File: config.mk
export PLATFORM = sky130hd
export DESIGN_NAME = seq_magnitude_comparator_flat
export DESIGN_NICKNAME = d
export VERILOG_FILES = /design/src/rtl/seq_magnitude_comparator_if.sv /design/src/rtl/seq_magnitude_comparator.sv /design/src/flat_wrapper.sv
export SDC_FILE = /design/constraint.sdc
export NUM_CORES = 1
export LEC_CHECK = 0
export ABC_AREA = 0
export BUFFER_PORTS_ARGS = -buffer_cell sky130_fd_sc_hd__buf_4
export CORE_MARGIN = 2
export CORE_UTILIZATION = 50
export DETAILED_ROUTE_END_ITERATION = 7
export GPL_ROUTABILITY_DRIVEN = 0
export PLACE_DENSITY = 0.86
export SYNTH_ARGS = -nofsm -noshare
export SYNTH_HDL_FRONTEND = slang
export SYNTH_SLANG_ARGS = --single-unit
File: constraint.sdc
create_clock -name clk -period 4.65 [get_ports clk]
set_clock_uncertainty 0.2 [all_clocks]
set_input_delay 0.93 -clock clk [delete_from_list [all_inputs] [get_ports clk]]
set_output_delay 0.93 -clock clk [all_outputs]
set_load 0.02 [all_outputs]
File: src/rtl/seq_magnitude_comparator_if.sv
// rtl/seq_magnitude_comparator_if.sv - start/done handshake and result bundle for the sequential comparator
// Purpose: groups the request (start, operands, mode) and response (busy, done, flags) signals.
// Signals:
//   start        request, sampled by the comparator only in IDLE or DONE
//   a, b         WIDTH-bit operands, captured on an accepted start
//   signed_mode  1 = two's complement compare, captured on an accepted start
//   busy         high while the comparator walks the chunks
//   done         one-cycle pulse; flags valid from this cycle on
//   equal, a_greater, a_less  one-hot result flags
// Modports: master drives the request side, slave (the comparator) drives the response side.
interface seq_magnitude_comparator_if #(
  parameter int WIDTH = 16
);
  logic             start;
  logic [WIDTH-1:0] a;
  logic [WIDTH-1:0] b;
  logic             signed_mode;
  logic             busy;
  logic             done;
  logic             equal;
  logic             a_greater;
  logic             a_less;

  modport master (
    output start, a, b, signed_mode,
    input  busy, done, equal, a_greater, a_less
  );

  modport slave (
    input  start, a, b, signed_mode,
    output busy, done, equal, a_greater, a_less
  );
endinterface

File: src/rtl/seq_magnitude_comparator.sv
// rtl/seq_magnitude_comparator.sv - multi-cycle MSB-first magnitude comparator, CHUNK bits per cycle
// Purpose: compares two WIDTH-bit operands (unsigned or two's complement) one chunk per clock,
//   MSB chunk first, and reports a one-hot equal/greater/less result with a done pulse.
// Ports:
//   clk  rising-edge clock
//   rst  synchronous active-high reset
//   bus  seq_magnitude_comparator_if.slave (start, a, b, signed_mode in; busy, done, flags out)
// Parameters: WIDTH (multiple of CHUNK), CHUNK (1..WIDTH).
// Optional feature macro: CMP_EARLY_EXIT_EN -- finish as soon as a chunk decides the result;
//   when undefined every compare takes the same number of cycles regardless of data.
module seq_magnitude_comparator #(
  parameter int WIDTH = 16,
  parameter int CHUNK = 2
) (
  input logic                   clk,
  input logic                   rst,
  seq_magnitude_comparator_if.slave bus
);

  localparam int NCHUNK = WIDTH / CHUNK;
  localparam int IDXW   = (NCHUNK > 1) ? $clog2(NCHUNK) : 1;
  localparam logic [IDXW-1:0] LAST_IDX = IDXW'(NCHUNK - 1);

  typedef enum logic [1:0] {
    S_IDLE,
    S_RUN,
    S_DONE
  } state_t;

  state_t           state_q;
  logic [WIDTH-1:0] a_q;
  logic [WIDTH-1:0] b_q;
  logic [IDXW-1:0]  idx_q;
  logic             decided_q;
  logic             gt_q;
  logic             busy_q;
  logic             done_q;
  logic             equal_q;
  logic             a_greater_q;
  logic             a_less_q;

  // Flipping the sign bit of both operands maps two's complement order onto
  // unsigned order, so the chunk walk itself never needs to know the mode.
  logic [WIDTH-1:0] sign_flip;
  logic [CHUNK-1:0] chunk_a;
  logic [CHUNK-1:0] chunk_b;
  logic             chunk_differs;
  logic             run_decided;
  logic             run_gt;
  logic             run_finish;
  logic             start_ok;

  always_comb begin
    sign_flip     = WIDTH'(bus.signed_mode) << (WIDTH - 1);
    chunk_a       = a_q[int'(idx_q) * CHUNK +: CHUNK];
    chunk_b       = b_q[int'(idx_q) * CHUNK +: CHUNK];
    chunk_differs = (chunk_a != chunk_b);
    // Sticky decision: once an earlier (more significant) chunk differed,
    // later chunks cannot change the outcome.
    run_decided   = decided_q | chunk_differs;
    run_gt        = decided_q ? gt_q : (chunk_a > chunk_b);
`ifdef CMP_EARLY_EXIT_EN
    run_finish    = (idx_q == '0) || chunk_differs;
`else
    run_finish    = (idx_q == '0);
`endif
    start_ok      = bus.start && (state_q != S_RUN);
  end

  always_ff @(posedge clk) begin
    if (rst) begin
      state_q     <= S_IDLE;
      a_q         <= '0;
      b_q         <= '0;
      idx_q       <= '0;
      decided_q   <= 1'b0;
      gt_q        <= 1'b0;
      busy_q      <= 1'b0;
      done_q      <= 1'b0;
      equal_q     <= 1'b0;
      a_greater_q <= 1'b0;
      a_less_q    <= 1'b0;
    end else begin
      done_q <= 1'b0;
      if (start_ok) begin
        // Accepted from IDLE or DONE alike, which gives back-to-back throughput.
        state_q     <= S_RUN;
        a_q         <= bus.a ^ sign_flip;
        b_q         <= bus.b ^ sign_flip;
        idx_q       <= LAST_IDX;
        decided_q   <= 1'b0;
        gt_q        <= 1'b0;
        busy_q      <= 1'b1;
        equal_q     <= 1'b0;
        a_greater_q <= 1'b0;
        a_less_q    <= 1'b0;
      end else begin
        case (state_q)
          S_RUN: begin
            decided_q <= run_decided;
            gt_q      <= run_gt;
            if (run_finish) begin
              state_q     <= S_DONE;
              busy_q      <= 1'b0;
              done_q      <= 1'b1;
              equal_q     <= ~run_decided;
              a_greater_q <= run_decided & run_gt;
              a_less_q    <= run_decided & ~run_gt;
            end else begin
              idx_q <= idx_q - 1'b1;
            end
          end
          S_DONE:  state_q <= S_IDLE;
          default: state_q <= S_IDLE;
        endcase
      end
    end
  end

  assign bus.busy      = busy_q;
  assign bus.done      = done_q;
  assign bus.equal     = equal_q;
  assign bus.a_greater = a_greater_q;
  assign bus.a_less    = a_less_q;

endmodule
File: src/flat_wrapper.sv
// flat-port wrapper written by rule: the top's interface ports become plain ports
module seq_magnitude_comparator_flat 
#(
  parameter int WIDTH = 16,
  parameter int CHUNK = 2
)
  (clk, rst, bus_start, bus_a, bus_b, bus_signed_mode, bus_busy, bus_done, bus_equal, bus_a_greater, bus_a_less);
  seq_magnitude_comparator_if #(.WIDTH(WIDTH)) bus_i ();
  input logic clk;
  input logic rst;
  input wire logic [$bits(bus_i.start)-1:0] bus_start;
  input wire logic [$bits(bus_i.a)-1:0] bus_a;
  input wire logic [$bits(bus_i.b)-1:0] bus_b;
  input wire logic [$bits(bus_i.signed_mode)-1:0] bus_signed_mode;
  output wire logic [$bits(bus_i.busy)-1:0] bus_busy;
  output wire logic [$bits(bus_i.done)-1:0] bus_done;
  output wire logic [$bits(bus_i.equal)-1:0] bus_equal;
  output wire logic [$bits(bus_i.a_greater)-1:0] bus_a_greater;
  output wire logic [$bits(bus_i.a_less)-1:0] bus_a_less;
  assign bus_i.start = bus_start;
  assign bus_i.a = bus_a;
  assign bus_i.b = bus_b;
  assign bus_i.signed_mode = bus_signed_mode;
  assign bus_busy = bus_i.busy;
  assign bus_done = bus_i.done;
  assign bus_equal = bus_i.equal;
  assign bus_a_greater = bus_i.a_greater;
  assign bus_a_less = bus_i.a_less;
  seq_magnitude_comparator #(.WIDTH(WIDTH), .CHUNK(CHUNK)) u_core (.clk(clk), .rst(rst), .bus(bus_i));
endmodule
### Word-level counts from Yosys, hierarchy flattened

Cells that the tools add are included.

* register bits after elaboration: 44
* bits of input ports: 36
* output and inout bits: 5
* logic and storage cells: 49

* add/subtract/negate cells: 1
* magnitude comparators: 1
* eq/ne operators: 5
* shifts and indexed selects: 2
* multiplexer cells: 11
* bitwise gates (word level): 8
* reductions and logical operators: 9

Operator list (number)
* variable part select 16 x 5 -> 2 bit: 2
* bitwise XOR 16 bit: 2
* 2-to-1 mux 3 bit: 3
* 2-to-1 mux 1 bit: 8
* AND reduction 2 bit: 3
* nonzero test 2 bit: 2
* logical NOT 3 bit: 1
* != test 3 x 1 -> 1 bit, second input constant: 1
* inverter 1 bit: 3
* OR reduction 3 bit: 1
* subtractor 3 x 1 -> 3 bit, second input constant: 1
* bitwise AND 1 bit: 2
* == test 2 x 1 -> 1 bit, second input constant: 1
* > comparator 2 bit: 1
* != test 2 x 1 -> 1 bit, second input constant: 1
* != test 2 bit: 1
* != test 2 bit, second input constant: 1
* OR reduction 2 bit: 1
* logical AND 1 bit: 1
* bitwise OR 1 bit: 1

### Logic depth before layout (Yosys ltp)

* word-level depth: 5
* depth in mapped cells: 8

### Worst setup path after synthesis

OpenSTA, ideal clock, no wires.

* kind: reg2reg
* from: reg u_core.idx_q[0]
* to: reg u_core.a_less_q, in the netlist u_core.bus.a_less
* library setup time: 0.136 ns
* data arrival time: 2.121 ns
* required time: 4.314 ns
* setup slack: 2.194 ns
* cell stages (with the launch flop): 9
* buffers on the path: 1
* clock period less this slack: 2.456 ns
* path through: dfxtp_1 > buf_4 > mux4_2 > mux2_2 > ha_1 > nor2b_1 > o21ai_0 > o21ai_0 > o22ai_2

* word-level cells in the longest chain between the ends: 5
* elaborated cells between the ends (all ways): 10
* classes of those cells: 1 x order compare; 1 x eq/ne; 2 x shift; 1 x mux; 3 x bitwise; 2 x reduce/logical

Ends and longest elaborated chain
* start, declared: line seq_magnitude_comparator.sv:33 `logic [IDXW-1:0] idx_q;`
* start signal, assigned: line seq_magnitude_comparator.sv:110 `idx_q <= idx_q - 1'b1;`
* variable part select 16 x 5 -> 2 bit, on equally long branches: line seq_magnitude_comparator.sv:55, seq_magnitude_comparator.sv:56
* > comparator 2 bit: line seq_magnitude_comparator.sv:61 `run_gt = decided_q ? gt_q : (chunk_a > chunk_b);`
* 2-to-1 mux 1 bit: line seq_magnitude_comparator.sv:61
* inverter 1 bit: line seq_magnitude_comparator.sv:108 `a_less_q <= run_decided & ~run_gt;`
* bitwise AND 1 bit: line seq_magnitude_comparator.sv:108
* end signal, assigned: line seq_magnitude_comparator.sv:108
* end, declared: line seq_magnitude_comparator.sv:40 `logic a_less_q;`

Parallel ways exist; a longest one is shown, timed or not.
A chain may end at the register's enable or synchronous reset.

### Worst setup path after layout

Ends and elaborated chain as after synthesis.

==> results.ini <==
[pwr]
p_comb_share_pct=19.0
power.density_mw_per_mm2=352
ir_worst_vdd_mv=0.239
pwr-share-seq_pct=53.7
switchingPower_mw=0.214
clkPwrFrac_pct=27.3
internal-power_mw=0.583
total_power_mw=0.797
leakage_nw=0.928
switching_share_pct=26.9

[cts]
cts_root_buf=clkbuf_8
hold_buffers=0
post-cts-setup-buffers=0
cts_buffer_depth=2
htree_levels=2
cts_num_sinks=44
clock_latency_ns=0.29
numCtsBuffers=5
cts-resized-gates=0
path_clk_slew_ns=0.07
cts_tree=yes

[die]
core_area_mm2=0.00366
die_width_um=65.7
die_y_um=65.7
rows=22
start_util_pct=51.9
pin_count=41
dieArea_mm2=0.00431

[critical_path]
path_max_fanout=11
endpoint_kind=flop
path_delay_family=multiplexers
cp-start-kind=flop
cpPeakStageDelay_ns=0.68
worstReg2RegStart=u_core.idx_q[0]
crit_path_frequent_cell=o21ai_0
worstPathRequired_ns=4.62
slowest_stage=dfxtp_1
crit_arrival_ns=2.78
path_class=reg -> reg
crit_buf_inv=0
rr_endpoint=u_core.bus.a_less
rrSetupSlack_ns=1.83
cp_cell_sequence=mux4_2, mux2_2, ha_1, nor2b_1, o21ai_0, o21ai_0, o22ai_2
worstRegToRegCells=7

[cells_and_area]
antennaDiodeCount=0
fin_area_mm2=0.00226
final_nets=286
fillers=328
area_growth_syn_to_layout_pct=19.1
drive_above_1_share_pct=25.2

[global_route]
grt_max_degree=41
met3_usage_pct=6.34
gr-max-usage-layer=met2
grt_antenna_before_repair=0
grt_util_met2_pct=34.0
grt_pass1_wl_um=6410
grt_pass1_vias=1499
use_met1_pct=22.7
groute.usage.overall_pct=20.1
grt_overflow=0

[sta]
worstMarginPinSlew_ns=1.00
drv_slew=0
rsz0062_at_grt=no
max_freq_mhz=355
period_minus_slack_ns=2.82
setup_tns_ns=0
setup_viol=0
hold_violations=0
hold_ws_ns=0.257
max_slew_margin_pct=33.2
timing.final.crit_share_pct=60.6

[synth]
yosysUniqueCellTypes=30
netlist_instances=213
synth_area_mm2=0.00190
seq_area_frac_synth_pct=46.3
post_synth.cell_area_avg_um2=8.92
ys_ff_latch=44
yosysWarnings=0
syn_nets=253

[detailed_routing]
totalWireLength_um=3690
wl_per_cell_um=12.6
vias=1523
viasPerCell=5.18
drc=0
drt-initial-drc-count=69
dr.pass1.iters=4
final_antenna_net_count=0

[place]
place.port_buffers=40
dp_hpwl_um=2700
placed_area_mm2=0.00219

[hold_path]
min-delay-path-class=reg -> reg
holdPathStages=2
hold_start=u_core.a_q[4]
hold_end=u_core.a_q[4]

[run]
maxCapViolations=0

[run_status]
status=complete, no violations

## Yosys cell counts
cell type	count	share of area [%]
nand2_1	65	13
dfxtp_1	44	46
a21oi_1	33	8.7
nor2_1	12	2.4
mux4_2	8	9.5
buf_2	6	1.6
clkbuf_1	6	1.2
a211oi_1	4	1.6
ha_1	4	2.6
mux2i_1	3	1.6
o21ai_0	3	0.79
buf_6	2	1.2
inv_1	2	0.40
mux2_2	2	1.2
nand2b_4	2	1.4
nor3_1	2	0.53
xnor2_1	2	0.92
a21o_1	1	0.40
a311oi_1	1	0.46
and2_1	1	0.33
and2_2	1	0.40
and2b_2	1	0.46
buf_4	1	0.40
nand3_1	1	0.26
nor2b_1	1	0.33
o21a_1	1	0.40
o22ai_2	1	0.66
o2bb2ai_1	1	0.46
or2b_1	1	0.40
or3_1	1	0.33
## worst max-delay path by stage
stage / start / endpoint / slack [ns] / cells past startpoint
final: u_core.idx_q[0] / u_core.bus.a_less / 1.83 / 7
after global routing: u_core.idx_q[0] / u_core.bus.a_less / 1.61 / 7
after CTS: u_core.idx_q[0] / u_core.bus.a_less / 1.82 / 7
after detailed placement: u_core.idx_q[0] / u_core.bus.a_less / 1.83 / 7
after global placement: u_core.idx_q[0] / u_core.bus.a_less / 1.94 / 7
after floorplan: u_core.idx_q[0] / u_core.bus.a_less / 2.19 / 8
## logic make-up after synthesis
logic type / share of synthesized area [%]
and+or+nand+nor: 19.7
AOI/OAI and AO/OA: 13.4
DFF: 46.3
buffers and inverters: 4.74
muxes: 12.2
adders and majority gates: 2.63
xor gates and xnor gates: 0.922
## tightest hold or removal path: cells and delay by family (launching register included)
kind,cells,cell delay [ns]
flip-flops,1,0.31
AND/OR/NAND/NOR,1,0.05
AO/OA/AOI/OAI,1,0.05
## layout by cell type (no fill, tap or decap), drive strengths merged, types with 2 or more instances in the layout
cell     n
buf     41
dfxtp   44
mux4     8
mux2     2
nand2   65
a211oi   4
nor3     2
mux2i    3
nand2b   2
inv      2
and2     2
ha       4
xnor2    2
nor2    12
o21ai    3
a21oi   33
clkbuf   6
## power by group through the flow
stage                     combinational, mW  clock, mW  sequential [mW]
after floorplan                       0.121          0            0.424
after global placement                0.146          0            0.435
after detailed placement              0.152          0            0.437
after CTS                             0.152      0.225            0.429
after global routing                  0.172      0.239            0.432
final                                 0.151      0.217            0.428
## stage by stage
stage | util, % | std cells | setup WS (ns)
2_1_floorplan | - | 213 | 2.19
3_5_place_dp | 59.7 | 287 | 1.83
6_report | 61.8 | 294 | 1.83
5_1_grt | 61.8 | 294 | 1.61
4_1_cts | 61.8 | 294 | 1.82
3_3_place_gp | 59.7 | 287 | 1.94
## cell type report
| class | instances | area [um2] | area share, % |
|---|---|---|---|
| sequential | 44 | 881 | 38.9 |
| multi-input combinational | 152 | 930 | 41.1 |
| inverter | 2 | 7.51 | 0.332 |
| tap | 48 | 60.1 | 2.65 |
| timing repair buffer | 41 | 308 | 13.6 |
| clock buffer | 6 | 72.6 | 3.21 |
| clock inverter | 1 | 5.00 | 0.221 |
## registers in the layout, summed over array words and instances, names as in the netlist
register	flops
u_core.a_q	16
u_core.b_q	16
u_core.bus.a_greater	1
u_core.bus.a_less	1
u_core.bus.busy	1
u_core.bus.done	1
u_core.bus.equal	1
u_core.decided_q	1
u_core.gt_q	1
u_core.idx_q	3
u_core.state_q	2
## layer usage
layer / vias to the layer above / share of wire, % / wire length [um]
met3: 9 / 3.8 / 140
met4: 0 / 2.8 / 104
met5: - / 0 / 0
li1: 780 / - / -
met2: 32 / 52 / 1920
met1: 702 / 41 / 1530
Note: power is estimated with default switching activity, not from simulation.
